### src/rtl/program_memory_loader_pkg.sv
// Shared constants and state encoding for the program memory loader.
package program_memory_loader_pkg;

  localparam int BYTE_WIDTH     = 8;
  localparam int BYTES_PER_WORD = 4;
  localparam int WORD_WIDTH     = BYTE_WIDTH * BYTES_PER_WORD;
  localparam int LANE_WIDTH     = 2;
  localparam int ASM_WIDTH      = (BYTES_PER_WORD - 1) * BYTE_WIDTH;

  localparam logic [LANE_WIDTH-1:0] LAST_LANE = LANE_WIDTH'(BYTES_PER_WORD - 1);

  typedef enum logic [1:0] {
    ST_IDLE  = 2'd0,
    ST_LOAD  = 2'd1,
    ST_FLUSH = 2'd2
  } state_t;

endpackage

### src/rtl/program_memory_loader_ram.sv
// Instruction RAM: one synchronous write port for the loader and one
// asynchronous read port for the core's fetch stage.
module program_ram #(
  parameter int DEPTH     = 32,
  parameter int WIDTH     = 32,
  parameter     INIT_FILE = "",
  parameter int AW        = $clog2(DEPTH)
) (
  input  logic             clk,
  input  logic             i_we,
  input  logic [AW-1:0]    i_waddr,
  input  logic [WIDTH-1:0] i_wdata,
  input  logic [AW-1:0]    i_raddr,
  output logic [WIDTH-1:0] o_rdata
);

  logic [WIDTH-1:0] r_mem [DEPTH];

  // Loader writes land on the rising edge; contents are never reset.
  always_ff @(posedge clk) begin
    if (i_we) begin
      r_mem[i_waddr] <= i_wdata;
    end
  end

  assign o_rdata = r_mem[i_raddr];

endmodule

### src/rtl/program_memory_loader.sv
// Writable instruction memory fed by a byte-stream loader. Bytes are packed
// little-endian into words and written sequentially from word 0 while the
// core is held; the fetch port stays combinational throughout.
module program_memory_loader
  import program_memory_loader_pkg::*;
#(
  parameter int MEMORY_DEPTH = 32,
  parameter int DATA_WIDTH   = 32,
  parameter     INIT_FILE    = "",
  localparam int AW          = $clog2(MEMORY_DEPTH)
) (
  input  logic                  clk,
  input  logic                  reset,
  input  logic                  Load_Start_i,
  input  logic                  Load_End_i,
  input  logic [BYTE_WIDTH-1:0] Byte_i,
  input  logic                  Byte_Valid_i,
  output logic                  Byte_Ready_o,
  input  logic [DATA_WIDTH-1:0] Address_i,
  output logic [DATA_WIDTH-1:0] Instruction_o,
  output logic                  Core_Hold_o,
  output logic                  Load_Done_o,
  output logic [AW:0]           Word_Count_o,
  output logic                  Overflow_o
);

  localparam logic [AW:0] FULL_COUNT = (AW+1)'(MEMORY_DEPTH);

  state_t                r_state;
  state_t                w_stateNext;
  logic [LANE_WIDTH-1:0] r_lane;
  logic [LANE_WIDTH-1:0] w_laneNext;
  logic [ASM_WIDTH-1:0]  r_asm;
  logic [ASM_WIDTH-1:0]  w_asmNext;
  logic [AW:0]           r_count;
  logic [AW:0]           w_countNext;
  logic                  r_overflow;
  logic                  w_overflowNext;

  logic                  w_we;
  logic [AW-1:0]         w_waddr;
  logic [DATA_WIDTH-1:0] w_wdata;
  logic                  w_full;
  logic                  w_accept;
  logic                  w_unusedAddr;

  assign w_full   = (r_count == FULL_COUNT);
  assign w_accept = (r_state == ST_LOAD) && Byte_Valid_i;

  // Next-state, byte packing, word write and overflow decisions.
  always_comb begin
    w_stateNext    = r_state;
    w_laneNext     = r_lane;
    w_asmNext      = r_asm;
    w_countNext    = r_count;
    w_overflowNext = r_overflow;
    w_we           = 1'b0;
    w_waddr        = r_count[AW-1:0];
    w_wdata        = '0;

    case (r_state)
      ST_IDLE: begin
        if (Load_Start_i) begin
          w_stateNext    = ST_LOAD;
          w_laneNext     = '0;
          w_asmNext      = '0;
          w_countNext    = '0;
          w_overflowNext = 1'b0;
        end
      end

      ST_LOAD: begin
        if (w_accept) begin
          if (r_lane == LAST_LANE) begin
            if (w_full) begin
              w_overflowNext = 1'b1;
            end else begin
              w_we        = 1'b1;
              w_wdata     = DATA_WIDTH'({Byte_i, r_asm});
              w_countNext = r_count + (AW+1)'(1);
            end
            w_laneNext = '0;
            w_asmNext  = '0;
          end else begin
            case (r_lane)
              2'd0:    w_asmNext[7:0]   = Byte_i;
              2'd1:    w_asmNext[15:8]  = Byte_i;
              default: w_asmNext[23:16] = Byte_i;
            endcase
            w_laneNext = r_lane + LANE_WIDTH'(1);
          end
        end
        if (Load_End_i) begin
          w_stateNext = ST_FLUSH;
        end
      end

      ST_FLUSH: begin
        if (r_lane != '0) begin
          if (w_full) begin
            w_overflowNext = 1'b1;
          end else begin
            w_we        = 1'b1;
            w_wdata     = DATA_WIDTH'({{BYTE_WIDTH{1'b0}}, r_asm});
            w_countNext = r_count + (AW+1)'(1);
          end
        end
        w_laneNext  = '0;
        w_asmNext   = '0;
        w_stateNext = ST_IDLE;
      end

      default: begin
        w_stateNext = ST_IDLE;
      end
    endcase
  end

  // Loader state register; a reset abandons any partial word.
  always_ff @(posedge clk) begin
    if (reset) begin
      r_state    <= ST_IDLE;
      r_lane     <= '0;
      r_asm      <= '0;
      r_count    <= '0;
      r_overflow <= 1'b0;
    end else begin
      r_state    <= w_stateNext;
      r_lane     <= w_laneNext;
      r_asm      <= w_asmNext;
      r_count    <= w_countNext;
      r_overflow <= w_overflowNext;
    end
  end

  assign Byte_Ready_o = (r_state == ST_LOAD);
  assign Core_Hold_o  = (r_state != ST_IDLE);
  assign Load_Done_o  = (r_state == ST_FLUSH);
  assign Word_Count_o = r_count;
  assign Overflow_o   = r_overflow;

  // Fetch addresses wrap: only the word-index bits reach the RAM.
  assign w_unusedAddr = ^{Address_i[DATA_WIDTH-1:AW+2], Address_i[1:0]};

  program_ram #(
    .DEPTH     (MEMORY_DEPTH),
    .WIDTH     (DATA_WIDTH),
    .INIT_FILE (INIT_FILE)
  ) u_ram (
    .clk     (clk),
    .i_we    (w_we & ~reset),
    .i_waddr (w_waddr),
    .i_wdata (w_wdata),
    .i_raddr (Address_i[AW+1:2]),
    .o_rdata (Instruction_o)
  );

endmodule
### config.mk
export PLATFORM = sky130hd
export DESIGN_NAME = program_memory_loader
export DESIGN_NICKNAME = d
export VERILOG_FILES = /design/src/rtl/program_memory_loader_pkg.sv /design/src/rtl/program_memory_loader_ram.sv /design/src/rtl/program_memory_loader.sv
export SDC_FILE = /design/constraint.sdc
export NUM_CORES = 1
export LEC_CHECK = 0
export ABC_AREA = 0
export BUFFER_PORTS_ARGS = -buffer_cell sky130_fd_sc_hd__buf_2
export CORE_MARGIN = 8
export CORE_UTILIZATION = 33
export DETAILED_ROUTE_END_ITERATION = 10
export GPL_TIMING_DRIVEN = 0
export RECOVER_POWER = 50
export SLEW_MARGIN = 20
export SYNTH_ARGS = -nofsm -noshare
export SYNTH_HDL_FRONTEND = slang
export SYNTH_SLANG_ARGS = --single-unit
### constraint.sdc
create_clock -name clk -period 4.31 [get_ports clk]
set_input_delay 0.862 -clock clk [delete_from_list [all_inputs] [get_ports clk]]
set_output_delay 0.862 -clock clk [all_outputs]
set_load 0.005 [all_outputs]
==> results of run 1 <==
sequential cells by signal (all words and copies together), names as in the netlist:
signal / count
r_lane: 2
r_state: 2
r_asm: 24
Overflow_o: 1
u_ram.r_mem: 1024
Word_Count_o: 6
final cells by class:
class / instances / area, µm²
Multi-Input combinational cell: 1233 / 9580
Timing Repair Buffer: 100 / 1270
Tap cell: 1650 / 2060
Clock inverter: 48 / 399
Fill cell: 11499 / 76900
Clock buffer: 139 / 2910
Inverter: 9 / 33.8
Antenna cell: 2 / 5.00
Sequential cell: 1059 / 31500
Buffer: 138 / 668
per-stage QoR:
step | hold slack (ns) | utilization [%]
6_report | 0.493 | 38.6
5_1_grt | 0.504 | 38.6
4_1_cts | 0.472 | 38.7
3_5_place_dp | 0.476 | 36.0
3_3_place_gp | 0.470 | 35.0
2_1_floorplan | 0.457 | -
kinds of logic after synthesis:
family / count (synthesis) / share of synthesized area [%]
mux: 513 / 12.4
flops: 1059 / 75.8
compound gates: 337 / 5.64
buf+inv: 147 / 1.66
fa+ha+maj: 11 / 0.332
simple gates: 372 / 4.21
worst register-to-register path, cell delays in order, from the launching register on:
cell                       delay [ns]
sky130_fd_sc_hd__dfxtp_1         0.41
sky130_fd_sc_hd__inv_1           0.13
sky130_fd_sc_hd__ha_1            0.24
sky130_fd_sc_hd__and2_0          0.23
sky130_fd_sc_hd__a221oi_2        0.58
sky130_fd_sc_hd__clkbuf_1        0.42
sky130_fd_sc_hd__and2_2          0.22
sky130_fd_sc_hd__clkbuf_1        1.38
path summary, 6_finish.rpt:
path | to | slack (ns) | cells past startpoint
max | Instruction_o[1] | 0.1 | 9
min | r_asm[10] | 0.49 | 2
max reg2reg | u_ram.r_mem[10][8] | 0.17 | 7
min reg2reg | r_asm[10] | 0.49 | 2
synthesized netlist by cell type (all sizes together), types with 2 or more instances:
cell type / count
edfxtp: 1024
mux2i: 513
a22oi: 122
nand2: 107
a21oi: 104
nand3: 100
buf: 81
nor2: 68
a22o: 64
clkbuf: 57
and2: 37
nor3: 36
dfxtp: 35
a31oi: 33
ha: 11
inv: 9
nand2b: 6
nor2b: 5
o21ai: 4
nand3b: 3
a211oi: 2
and2b: 2
and3: 2
o31ai: 2
what timing repair did:
action / CTS / global route
endpoints found under the hold margin: 0 / 0
gates resized for setup: 4 / 13
endpoints found under the setup margin: 25 / 5
cloned: 0 / 0
per-layer routing:
metal	vias up	global-route usage [%]	wire length (µm)
li1	10030	-	-
met4	2	3.52	2320
met2	734	24.5	50700
met5	-	0	13
met3	156	2.48	6620
met1	11581	20.9	46700
power breakdown:
part,internal (mW),leakage (nW),switching (mW)
Clock,5.13,1.63,3.74
Sequential,11.1,9.58,0.00620
Combinational,0.278,5.39,0.582
Total,16.5,16.6,4.33
==> Implementation_results.wiki, run 1 <==
{| class="wikitable"
! Metric !! Value
|-
| Result of the run || complete, but fails checks
|-
| Violated checks || max-capacitance violations, max-slew violations
|-
| Top_reg_cell synth || sky130_fd_sc_hd__edfxtp_1
|-
| Total power after layout || 20.9 mW
|-
| H-tree Lvls || 3
|-
| Die area || 137000 µm²
|-
| Most frequent standard cell in the layout excluding fill and tap cells || sky130_fd_sc_hd__edfxtp_1
|-
| TritonCTS sink count || 1059
|-
| Vias per cell || 5.14
|-
| Clk root buf || sky130_fd_sc_hd__clkbuf_16
|-
| PnR worst setup slack || 0.0958 ns
|-
| Start of the worst register-to-register path || Word_Count_o[0]
|-
| Post-synthesis net count || 2495
|-
| Share of flip-flops with an asynchronous set or reset after synthesis || 0%
|-
| Number of buffers inserted to repair setup after CTS || 0
|-
| Worst Path Arrival || 3.35 ns
|-
| Share of post-route cells with drive strength above 1 || 12.9%
|-
| Lkg Pwr || 16.6 nW
|-
| CTS tree || done
|-
| Via count of the first global-routing pass || 22105
|-
| Number of flops mapped to enable cells by yosys || 1024
|-
| DRC Markers || 0
|-
| Antenna violations before repair || 6
|-
| Sequential share of the synthesized area || 75.8%
|-
| Number of buffers inserted during clock tree synthesis || 108
|-
| Antenna-violating nets left || 0
|-
| Area of all placed cells without fillers || 48400 µm²
|-
| Netlist cell types || 43
|-
| FMAX || 237 MHz
|-
| Clock-pin transition on the worst setup and hold timing paths || 0.06 ns
|-
| First element of the critical path || Address_i[3]
|-
| Number of maximum-capacitance violations || 22
|-
| Worst Skew || 0.0188 ns
|-
| Maximum root-to-sink buffer count || 3
|-
| Min Tclk post-route || 4.21 ns
|-
| Area growth, synth to finish || 16.6%
|-
| Normalized max-slew margin || -55.3%
|-
| Count of routing violations after the opening detailed-route iteration || 2331
|-
| # placed instances || 4189
|-
| Placement Rows || 130
|-
| Synth Instances || 2439
|-
| Pin count of the biggest net entering global routing || 33
|-
| Hold path start || r_asm[10]
|-
| Post-route setup TNS || 0 ns
|-
| Vertical die dimension || 371 µm
|-
| Fraction of post-synthesis cell area in the top cell type by area || 74.1%
|-
| Avg Synthesized Cell Area || 17.0 µm²
|-
| Post-route insts no fill || 4378
|-
| Vias after detailed routing || 22503
|-
| CP top delay family || buffers and inverters
|-
| Leading area contributor after synthesis || sky130_fd_sc_hd__edfxtp_1
|-
| Top area cells in the synthesized netlist || sky130_fd_sc_hd__edfxtp_1, sky130_fd_sc_hd__mux2i_1, sky130_fd_sc_hd__a22oi_1
|-
| Clock insertion delay at the later pin of the skew report || 0.66 ns
|-
| DP Wirelength || 70300 µm
|-
| Std-Cell Core Area || 125000 µm²
|-
| Post-Syn Area || 41500 µm²
|-
| Type of destination of the critical path || primary output
|-
| Transition time at the pin with the least slew margin || 2.27 ns
|-
| Wire length reported by the detailed router || 106000 µm
|-
| Class of the most critical hold timing path || reg2reg
|-
| Wire length per cell after detailed routing || 24.3 µm
|-
| IR Drop Worst-Case VDD || 0.302 mV
|-
| CTS Hold Buffers Added || 0
|-
| Kind of launch point of the worst setup path || input pin
|-
| Remaining Overflow, GRT || 0
|-
| Peak per-stage delay on the critical path || 0.43 ns
|-
| Number of hold violations in the final report || 0
|-
| Length of the first detailed-routing pass in iterations || 5
|-
| Category of the most critical setup path || in2out
|-
| Post-Place Setup Slack || -0.369 ns
|-
| Register bit total from synthesis || 1059
|-
| Number of buffers and inverters on the critical path || 5
|-
| Maximum net fanout on the critical path || 10
|-
| Die Span X || 371 µm
|-
| RSZ-0062 raised after global routing || yes
|-
| Crit path cell chain || buf_2 > buf_4 > buf_2 > buf_4 > mux2i_1 > nand2_1 > a31oi_1 > nand3_1 > buf_2
|-
| Post-DP Area || 45100 µm²
|-
| Cell repeated most along the worst path || sky130_fd_sc_hd__buf_2
|-
| Data required time at the worst endpoint || 3.45 ns
|-
| Post-layout nets || 2705
|-
| Total count of max-transition violations in the final report || 713
|-
| Total power density per cell area || 431 nW/µm²
|-
| Final weighted congestion in routability-driven placement || 0.790
|-
| Port bufs || 57
|-
| Total routing usage reported by global routing || 15.0%
|-
| Portion of the clock cycle consumed by the worst path in the final layout || 97.8%
|-
| Cell with the biggest individual delay on the critical path || sky130_fd_sc_hd__a31oi_1
|-
| Setup-failing EPs final || 0
|-
| Leading cell types in the layout, fill and taps excluded || sky130_fd_sc_hd__edfxtp_1, sky130_fd_sc_hd__mux2i_1, sky130_fd_sc_hd__a22oi_1
|-
| Wire length of the first global-routing pass || 152000 µm
|-
| Initial cell density of the core || 33.1%
|-
| Count of warnings emitted by yosys || 0
|-
| Count of pins on the block boundary || 87
|}
Power figures use the tool's default switching activity.
==> inputs of run 2 (changes only) <==
--- a/config.mk
+++ b/config.mk
@@ -7,11 +7,13 @@
 export LEC_CHECK = 0
 export ABC_AREA = 0
 export BUFFER_PORTS_ARGS = -buffer_cell sky130_fd_sc_hd__buf_2
+export CAP_MARGIN = 20
 export CORE_MARGIN = 8
 export CORE_UTILIZATION = 33
 export DETAILED_ROUTE_END_ITERATION = 10
 export GPL_TIMING_DRIVEN = 0
 export RECOVER_POWER = 50
+export SETUP_SLACK_MARGIN = 0.4
 export SLEW_MARGIN = 20
 export SYNTH_ARGS = -nofsm -noshare
 export SYNTH_HDL_FRONTEND = slang
==> run 2 against run 1 <==
Compared with the run above: the flow still finishes with violations (max-capacitance violations, max-slew violations); critical path depth shrank 3; via count grew 0.58%; die area unchanged; core utilization grew 0.55 points; flip-flop and latch count unchanged; sequential share of layout area is 0.91 points lower; cell count rose by 0.82%; critical path type is now reg2reg; maximum frequency up 6.7%; design area grew 1.4%; count of clock-buffer cells in the layout unchanged; total power rose by 0.17%; setup slack improved by 0.27 ns.
==> Implementation_results.wiki, run 2 (synthesis results as in run 1) <==
{| class="wikitable"
! Metric !! Value
|-
| Number of cell instances on the worst register-to-register path || 6
|-
| Vias after detailed routing || 22633
|-
| Total power density per cell area || 426 nW/µm²
|-
| Normalized max-slew margin || -56.6%
|-
| RSZ-0062 raised after global routing || no
|-
| Number of hold violations in the final report || 0
|-
| FMAX || 253 MHz
|-
| Flip-flop count of the largest register after layout || 1024
|-
| H-tree Lvls || 3
|-
| Wire length of the first global-routing pass || 153000 µm
|-
| Post-DP Area || 45100 µm²
|-
| Result of the run || complete, but fails checks
|-
| Clk root buf || sky130_fd_sc_hd__clkbuf_16
|-
| Crit path cell chain || inv_1 > ha_1 > and2_0 > a221oi_2 > clkbuf_1 > and2_0
|-
| Cell with the biggest individual delay on the critical path || sky130_fd_sc_hd__and2_0
|-
| R2r endpoint || u_ram.r_mem[14][13]
|-
| Class of the most critical hold timing path || reg2reg
|-
| Min Tclk post-route || 3.95 ns
|-
| Hold Path End || r_asm[13]
|-
| Number of filler instances in the final layout || 11420
|-
| Share of post-route cells with drive strength above 1 || 16.4%
|-
| Hold_ws || 0.493 ns
|-
| Area growth, synth to finish || 18.2%
|-
| Clock-pin transition on the worst setup and hold timing paths || 0.06 ns
|-
| Total area of multi-input combinational cells || 9800 µm²
|-
| Start of the worst register-to-register path || Word_Count_o[0]
|-
| Wire length reported by the detailed router || 107000 µm
|-
| Setup-failing EPs final || 0
|-
| Data required time at the worst endpoint || 4.50 ns
|-
| Remaining Overflow, GRT || 0
|-
| PnR worst setup slack || 0.361 ns
|-
| Post-layout nets || 2742
|-
| Via count of the first global-routing pass || 22149
|-
| Register cell area after layout || 31500 µm²
|-
| # placed instances || 4189
|-
| Core occupancy in the finished layout || 39.2%
|-
| Die area || 137000 µm²
|-
| Leading cell types in the layout, fill and taps excluded || sky130_fd_sc_hd__edfxtp_1, sky130_fd_sc_hd__mux2i_1, sky130_fd_sc_hd__a22oi_1
|-
| Vertical die dimension || 371 µm
|-
| Clock insertion delay at the later pin of the skew report || 0.66 ns
|-
| Length of the first detailed-routing pass in iterations || 5
|-
| Post-route setup TNS || 0 ns
|-
| Most frequent standard cell in the layout excluding fill and tap cells || sky130_fd_sc_hd__edfxtp_1
|-
| Peak per-stage delay on the critical path || 1.45 ns
|-
| Count of pins on the block boundary || 87
|-
| Worst Path Arrival || 4.14 ns
|-
| Post-Place Setup Slack || -0.369 ns
|-
| Count of routing violations after the opening detailed-route iteration || 2254
|-
| Worst Skew || 0.0193 ns
|-
| Std-Cell Core Area || 125000 µm²
|-
| Final weighted congestion in routability-driven placement || 0.790
|-
| TritonCTS sink count || 1059
|-
| Area of all placed cells without fillers || 49100 µm²
|-
| Type of destination of the critical path || register
|-
| Antenna violations before repair || 4
|-
| DP Wirelength || 70300 µm
|-
| Die Span X || 371 µm
|-
| Kind of launch point of the worst setup path || register
|-
| Wire length per cell after detailed routing || 24.2 µm
|-
| Port bufs || 57
|-
| Pin count of the biggest net entering global routing || 33
|-
| Maximum root-to-sink buffer count || 3
|-
| Placement Rows || 130
|-
| Hold path depth || 2
|-
| DRC Markers || 0
|-
| Total routing usage reported by global routing || 15.0%
|-
| Hold path start || r_asm[13]
|-
| Number of buffers inserted during clock tree synthesis || 108
|-
| Transition time at the pin with the least slew margin || 2.29 ns
|-
| IR Drop Worst-Case VDD || 0.306 mV
|-
| Portion of the clock cycle consumed by the worst path in the final layout || 91.6%
|-
| Maximum net fanout on the critical path || 32
|-
| Number of maximum-capacitance violations || 17
|-
| Lkg Pwr || 17.0 nW
|-
| Category of the most critical setup path || reg2reg
|-
| Initial cell density of the core || 33.1%
|-
| Antenna-violating nets left || 0
|-
| Total power after layout || 20.9 mW
|-
| Vias per cell || 5.13
|-
| CTS tree || done
|-
| Largest Register || u_ram.r_mem
|-
| Post-route insts no fill || 4414
|-
| Total count of max-transition violations in the final report || 539
|-
| Violated checks || max-capacitance violations, max-slew violations
|-
| R2R setup slack || 0.36 ns
|-
| Cell repeated most along the worst path || sky130_fd_sc_hd__and2_0
|}
## run 2: cell count changes in the layout (fill, tap and decap cells not counted), moves of 6 or more
cell,previous run,this run
sky130_fd_sc_hd__and2_2,2,8
sky130_fd_sc_hd__clkbuf_1,84,62
sky130_fd_sc_hd__buf_2,97,87
sky130_fd_sc_hd__buf_1,11,3
sky130_fd_sc_hd__nand3_2,0,9
sky130_fd_sc_hd__nand3_1,100,91
sky130_fd_sc_hd__a31oi_1,32,13
sky130_fd_sc_hd__buf_12,15,22
sky130_fd_sc_hd__buf_4,21,64
sky130_fd_sc_hd__clkbuf_2,8,25
sky130_fd_sc_hd__a31oi_2,1,15
sky130_fd_sc_hd__clkbuf_4,0,8
## run 2: layout make-up
| type | instances | share of cell area [%] |
|---|---|---|
| Multi-Input combinational cell | 1233 | 20.0 |
| Antenna cell | 1 | 0.00510 |
| Clock buffer | 139 | 5.94 |
| Inverter | 9 | 0.0689 |
| Clock inverter | 48 | 0.813 |
| Tap cell | 1650 | 4.21 |
| Buffer | 138 | 1.56 |
| Timing Repair Buffer | 137 | 3.35 |
| Sequential cell | 1059 | 64.1 |
## run 2: what timing repair did
| action | 4_1_cts | 5_1_grt |
|---|---|---|
| gates cloned | 0 | 0 |
| endpoints found under the setup margin | 32 | 339 |
| hold buffers | 0 | 0 |
| pin swaps | 1 | 21 |
| resized for setup | 75 | 28 |
| setup buffers | 0 | 37 |
## run 2: worst max-delay path: cells and delay by family (launching register included)
kind            cells  cell delay, ns
simple gates        2            1.68
compound gates      1            0.58
flops               1            0.41
fa+ha+maj           1            0.24
buf+inv             2            0.55
## run 2: metal layers
metal | up-vias | routed length (µm) | global-route usage [%]
met1 | 11665 | 46800 | 20.9
met2 | 741 | 51100 | 24.6
met5 | - | 0 | 0
met3 | 135 | 6850 | 2.48
met4 | 0 | 2060 | 3.52
li1 | 10092 | - | -
## run 2: how the worst max path moves through the flow
stage                     cells past startpoint  slack [ns]                   to            start
after global routing                          6        0.20   u_ram.r_mem[10][0]  Word_Count_o[0]
final                                         6        0.36  u_ram.r_mem[14][13]  Word_Count_o[0]
after CTS                                     9        0.36    Instruction_o[14]     Address_i[3]
after global placement                        6       -1.46  u_ram.r_mem[26][21]     Byte_Valid_i
after floorplan                               5        0.82   u_ram.r_mem[15][0]     Byte_Valid_i
after detailed placement                      9       -0.37    Instruction_o[11]     Address_i[2]
## run 2: report_power, final
group          internal, mW  switching [mW]
combinational         0.298           0.596
clock                  5.13            3.74
sequential             11.1         0.00620
